### src/rtl/sort_pkg.sv
// sort_pkg: shared index width, sorter FSM states and active-low {g,f,e,d,c,b,a} hex segment codes
package sort_pkg;
  localparam int IDXW = 4;
  typedef enum logic [1:0] {IDLE, SORT, DONE} state_t;
  localparam logic [6:0] SEG_BLANK = 7'h7F;
  localparam logic [6:0] SEG_HEX [16] = '{
    7'h40, 7'h79, 7'h24, 7'h30, 7'h19, 7'h12, 7'h02, 7'h78,
    7'h00, 7'h10, 7'h08, 7'h03, 7'h46, 7'h21, 7'h06, 7'h0E
  };
endpackage

### src/rtl/hex_to_seg7.sv
// hex_to_seg7: combinational decoder, hex[3:0] in, active-low seg[6:0] {g,f,e,d,c,b,a} out
module hex_to_seg7
  import sort_pkg::*;
(
  input  logic [IDXW-1:0] hex,
  output logic [6:0]      seg
);
  assign seg = SEG_HEX[hex];
endmodule

### src/rtl/param_sort_argmax.sv
// param_sort_argmax: odd-even transposition sorter (clk,rst,data,load,order in; busy,complete,index,data_out,idx_out,display out)
module param_sort_argmax
  import sort_pkg::*;
#(
  parameter int N = 10,
  parameter int W = 16
) (
  input  logic              clk,
  input  logic              rst,
  input  logic [N*W-1:0]    data,
  input  logic              load,
  input  logic              order,
  output logic              busy,
  output logic              complete,
  output logic [IDXW-1:0]   index,
  output logic [N*W-1:0]    data_out,
  output logic [N*IDXW-1:0] idx_out,
  output logic [6:0]        display
);
  localparam int PW = $clog2(N + 1);
  state_t state;
  logic [PW-1:0] phase;
  logic desc;
  logic signed [W-1:0] v [N];
  logic signed [W-1:0] nv [N];
  logic [IDXW-1:0] t [N];
  logic [IDXW-1:0] nt [N];
  logic [N-2:0] sw;
  logic [6:0] seg;
  logic accept;
  assign accept = load && ((state == IDLE && !busy) || state == DONE);
  for (genvar p = 0; p < N - 1; p++) begin : g_pair
    assign sw[p] = (phase[0] == 1'(p % 2)) && (desc ? v[p] < v[p+1] : v[p] > v[p+1]);
  end
  for (genvar i = 0; i < N; i++) begin : g_elem
    if (i == 0) begin : g_first
      assign nv[i] = sw[i] ? v[i+1] : v[i];
      assign nt[i] = sw[i] ? t[i+1] : t[i];
    end else if (i == N - 1) begin : g_last
      assign nv[i] = sw[i-1] ? v[i-1] : v[i];
      assign nt[i] = sw[i-1] ? t[i-1] : t[i];
    end else begin : g_mid
      assign nv[i] = sw[i] ? v[i+1] : sw[i-1] ? v[i-1] : v[i];
      assign nt[i] = sw[i] ? t[i+1] : sw[i-1] ? t[i-1] : t[i];
    end
  end
  hex_to_seg7 u_seg (.hex(t[0]), .seg(seg));
  always_ff @(posedge clk) begin
    if (rst) begin
      state    <= IDLE;
      busy     <= 1'b0;
      complete <= 1'b0;
      index    <= '0;
      data_out <= '0;
      idx_out  <= '0;
      display  <= SEG_BLANK;
      phase    <= '0;
      desc     <= 1'b0;
    end else begin
      complete <= state == DONE;
      if (accept) begin
        for (int i = 0; i < N; i++) begin
          v[i] <= data[W*i +: W];
          t[i] <= IDXW'(i);
        end
        desc  <= order;
        phase <= '0;
      end
      case (state)
        IDLE: begin
          busy  <= accept;
          state <= accept ? SORT : IDLE;
        end
        SORT: begin
          v     <= nv;
          t     <= nt;
          phase <= phase + 1'b1;
          if (phase == PW'(N - 1)) state <= DONE;
        end
        default: begin
          for (int k = 0; k < N; k++) begin
            data_out[W*k +: W]       <= v[k];
            idx_out[IDXW*k +: IDXW] <= t[k];
          end
          index   <= t[0];
          display <= seg;
          busy    <= 1'b1;
          state   <= load ? SORT : IDLE;
        end
      endcase
    end
  end
endmodule

### config.mk
export PLATFORM = sky130hd
export DESIGN_NAME = param_sort_argmax
export DESIGN_NICKNAME = d
export VERILOG_FILES = /design/src/rtl/sort_pkg.sv /design/src/rtl/hex_to_seg7.sv /design/src/rtl/param_sort_argmax.sv
export SDC_FILE = /design/constraint.sdc
export NUM_CORES = 1
export LEC_CHECK = 0
export ABC_CLOCK_PERIOD_IN_PS = 4400
export BUFFER_PORTS_ARGS = -buffer_cell sky130_fd_sc_hd__buf_2
export CORE_MARGIN = 8
export CORE_UTILIZATION = 57
export DETAILED_ROUTE_END_ITERATION = 10
export MAX_ROUTING_LAYER = met4
export PLACE_DENSITY_LB_ADDON = 0.15
export SLEW_MARGIN = 20
export SYNTH_ARGS = -nofsm -noshare
export SYNTH_HDL_FRONTEND = slang
export SYNTH_SLANG_ARGS = --single-unit
### constraint.sdc
create_clock -name clk -period 4.4 [get_ports clk]
set_input_delay 0.22 -clock clk [delete_from_list [all_inputs] [get_ports clk]]
set_output_delay 0.22 -clock clk [all_outputs]
set_load 0.03 [all_outputs]
==> impl_metrics.toml <==
[setup_path]
worst-endpoint-arrival_ps = 3930
startpoint_type = "flop"
type_of_destination_of_the_critical_path = "flop"
critPathRequiredTime_ps = 4670
largest_fanout_on_the_critical_path = 21
rr_worst_depth = 11
worst-path-stages = 11
timing.critical_path.cells = "inv_1, ha_1, nand4_1, or4_1, a21oi_2, o41a_1, and2_1, buf_4, nor2_1, a31oi_2, buf_12"
crit_type = "reg -> reg"
slowest_stage_cell_cp = "sky130_fd_sc_hd__or4_1"
worst_path_largest_cell_delay_ps = 630
worst-path-buf-inv = 3
crit_family = "simple AND/OR/NAND/NOR gates"

[power]
pwr_density_cell_mw_per_mm2 = 391
power.share.switching_pct = 29.8
power.clock.fraction_pct = 37.1
total_power_w = 0.0105
switching_power_w = 0.00312
power_frac_seq_pct = 44.1
peakVddDrop_v = 0.000385
static-leakage-power_nw = 11.4
cellInternalPower_w = 0.00735
combinationalPowerShare_pct = 18.8

[hold_path]
hold_path_class = "in -> reg"
min_path_cells = 3

[cts]
cts_root_buffer = "sky130_fd_sc_hd__clkbuf_16"
cts_tree = "built"
post-cts-setup-buffers = 0
cts-root-to-sink-buffers = 3
clkLatencyLatePin_ps = 580
cts.reportedPaths.clkPinSlew_ps = 60
tritoncts.num_buffers = 45
cts.repair.resized = 0
cts.hold.buffers_added = 116
h-tree-depth = 2
cts_num_sinks = 416

[logic_synthesis]
yosys_register_bits = 416
synthesis.area_mm2 = 0.0217
synth-edff-count = 200
yosysSeqAreaShare_pct = 47.5
post_syn_nets = 2558
synth_cells = 2242
yosys_most_used_dff = "sky130_fd_sc_hd__dfxtp_1"
postSynthAreaPerCell_um2 = 9.70
proportion_of_register_bits_with_asynchronous_set_or_reset_after_synthesis_pct = 0
synth.lib_cells_used.distinct = 65
yosys_warnings = 0

[floorplan]
core_region_mm2 = 0.0376
die_width_um = 211
die-height_um = 211
rows = 71
fp.dieArea_mm2 = 0.0447
ioPinCount = 377
initial_utilization_pct = 57.9

[final_layout]
area_delta_synth_final_pct = 23.2
final_design_area_no_fill_mm2 = 0.0268
nets = 3012
num-fill-cells = 2844
post_route_cells_drive_above_1_share_pct = 19.4

[timing]
final_period_minus_worst_setup_slack_ps = 3650
finalMaxSlewViolations = 0
clock.fmax_ghz = 0.274
rsz0062_at_grt = "false"
clock_skew_ps = 16.3
layout_worst_path_cycle_share_pct = 83.0
worst_hold_slack_after_final_layout_ps = 19.5
worst_slew_margin_rel_pct = 36.0
report.final.hold_viol_count = 0
setup_viol = 0
setup_tns_ps = 0
max_slew.worst_pin.slew_ps = 960

[detailed_routing]
routedLengthMet1_um = 30500
highest_layer = "met4"
wl_met3_um = 5800
count_of_unresolved_drc_violations_after_routing = 0
drt_first_pass_iters = 8
routedWlPerCell_um = 23.8
dr_wl_met2_um = 37100
drtAntennaViolNets = 0
dr_total_vias = 19300
initialDrtViolationCount = 1627
routed_wl_um = 77200
drt-vias-per-instance = 5.93

[status]
run_status = "finished, final reports clean"

[global_routing]
grt_pass1_wl_um = 116000
globalRouteOverflowTotal = 0
maximum_number_of_pins_on_one_net_before_global_route_repair = 99
grt_antenna_before_repair = 1
grt_pass1_vias = 19400
grt_overall_usage_pct = 34.6

[placed_design]
placedInstanceArea_mm2 = 0.0241
dp_hpwl_um = 56700
buffers_added_on_ports = 376
gp_congestion = 0.982

[run]
cap_violations = 0
path summary, 6_finish.rpt:
kind                                              start                       to  slack (ps)
worst max register to register         v[111]$_DFFE_PP_         v[121]$_DFFE_PP_         750
worst min-delay path                           data[51]          v[99]$_DFFE_PP_          20
worst max-delay path                   v[111]$_DFFE_PP_         v[121]$_DFFE_PP_         750
worst min register to register  display[4]$_SDFFE_PP1P_  display[4]$_SDFFE_PP1P_         470
registers in the layout (all words and copies together) (netlist names):
register / count
busy: 1
complete: 1
data_out: 160
desc: 1
display: 7
idx_out: 37
index: 3
phase: 4
state: 2
t: 40
v: 160
per-layer routing:
layer | global-route usage [%] | vias up
li1 | - | 8849
met1 | 42.0 | 9278
met2 | 57.1 | 934
met3 | 5.01 | 197
met4 | 15.6 | 0
met5 | - | -
final cells by class:
class | instances | area [um^2] | share of cell area, %
sequential | 416 | 10300 | 38.6
multi-input combinational | 1528 | 10200 | 38.3
timing repair buffer | 544 | 3460 | 12.9
clock buffer | 66 | 1330 | 4.96
tap | 511 | 639 | 2.39
inverter | 161 | 604 | 2.26
clock inverter | 17 | 169 | 0.630
antenna | 2 | 5.00 | 0.0187
cell families (layout without fill, tap and decap cells):
family	Yosys count	count (layout)	share of synthesized area (%)
AND/OR/NAND/NOR	640	640	12.8
AO/OA/AOI/OAI	444	444	11.8
flip-flops	416	416	47.5
buffers and inverters	298	788	5.55
multiplexers	291	291	13.6
adder cells (fa/ha/maj)	152	152	8.75
XOR/XNOR	1	1	0.0403
other	0	2	0
cells in the mapped netlist, types with 22 or more instances:
cell                         n  area share [%]
sky130_fd_sc_hd__a21oi_1   109             2.5
sky130_fd_sc_hd__a31oi_1    66             1.9
sky130_fd_sc_hd__buf_1      22            0.38
sky130_fd_sc_hd__clkbuf_1   86             1.5
sky130_fd_sc_hd__dfxtp_1   216              20
sky130_fd_sc_hd__edfxtp_1  200              28
sky130_fd_sc_hd__ha_1      152             8.7
sky130_fd_sc_hd__inv_1     161             2.8
sky130_fd_sc_hd__mux2i_1   285              13
sky130_fd_sc_hd__nand2_1   145             2.5
sky130_fd_sc_hd__nand3_1    63             1.5
sky130_fd_sc_hd__nand4_1    40             1.2
sky130_fd_sc_hd__nor2_1    320             5.5
sky130_fd_sc_hd__o21ai_0   108             2.5
sky130_fd_sc_hd__o21ai_1    89             2.0
power groups by stage:
| stage | Clock (W) | Sequential, W | Combinational [W] |
|---|---|---|---|
| after CTS | 0.00391 | 0.00460 | 0.00193 |
| after global routing | 0.00405 | 0.00462 | 0.00216 |
| final | 0.00388 | 0.00462 | 0.00197 |
| after floorplan | 0 | 0.00453 | 0.00128 |
| after global placement | 0 | 0.00468 | 0.00180 |
| after detailed placement | 0 | 0.00468 | 0.00184 |
worst min-delay path, delay by kind of cell:
kind | cells | cell delay (ps)
AOI/OAI and AO/OA | 1 | 120
buffers and inverters | 1 | 80
and+or+nand+nor | 1 | 40
through the flow:
stage                     std cells  util [%]  setup WS, ps
after floorplan                2242         -           656
after global placement         3043      64.2           887
after detailed placement       3043      64.2           804
after CTS                      3242      71.2           775
after global routing           3244      71.3           565
final                          3245      71.3           748
cells in the final DEF, fill, tap and decap left out, types with 12 or more instances in the layout:
master / Yosys / final
sky130_fd_sc_hd__ha_1: 152 / 152
sky130_fd_sc_hd__buf_2: 13 / 375
sky130_fd_sc_hd__mux2i_1: 285 / 285
sky130_fd_sc_hd__nand3_1: 63 / 63
sky130_fd_sc_hd__nor2_1: 320 / 319
sky130_fd_sc_hd__a21oi_1: 109 / 108
sky130_fd_sc_hd__clkbuf_16: 0 / 48
sky130_fd_sc_hd__o21ai_1: 89 / 89
sky130_fd_sc_hd__dfxtp_1: 216 / 215
sky130_fd_sc_hd__inv_1: 161 / 161
sky130_fd_sc_hd__buf_4: 13 / 50
sky130_fd_sc_hd__clkbuf_1: 86 / 12
sky130_fd_sc_hd__dlygate4sd3_1: 0 / 116
sky130_fd_sc_hd__edfxtp_1: 200 / 200
sky130_fd_sc_hd__nand2_1: 145 / 144
sky130_fd_sc_hd__nand4_1: 40 / 40
sky130_fd_sc_hd__o211ai_1: 14 / 14
sky130_fd_sc_hd__o21ai_0: 108 / 108
sky130_fd_sc_hd__a31oi_1: 66 / 64
No activity file was read; power rests on OpenSTA's default activity.
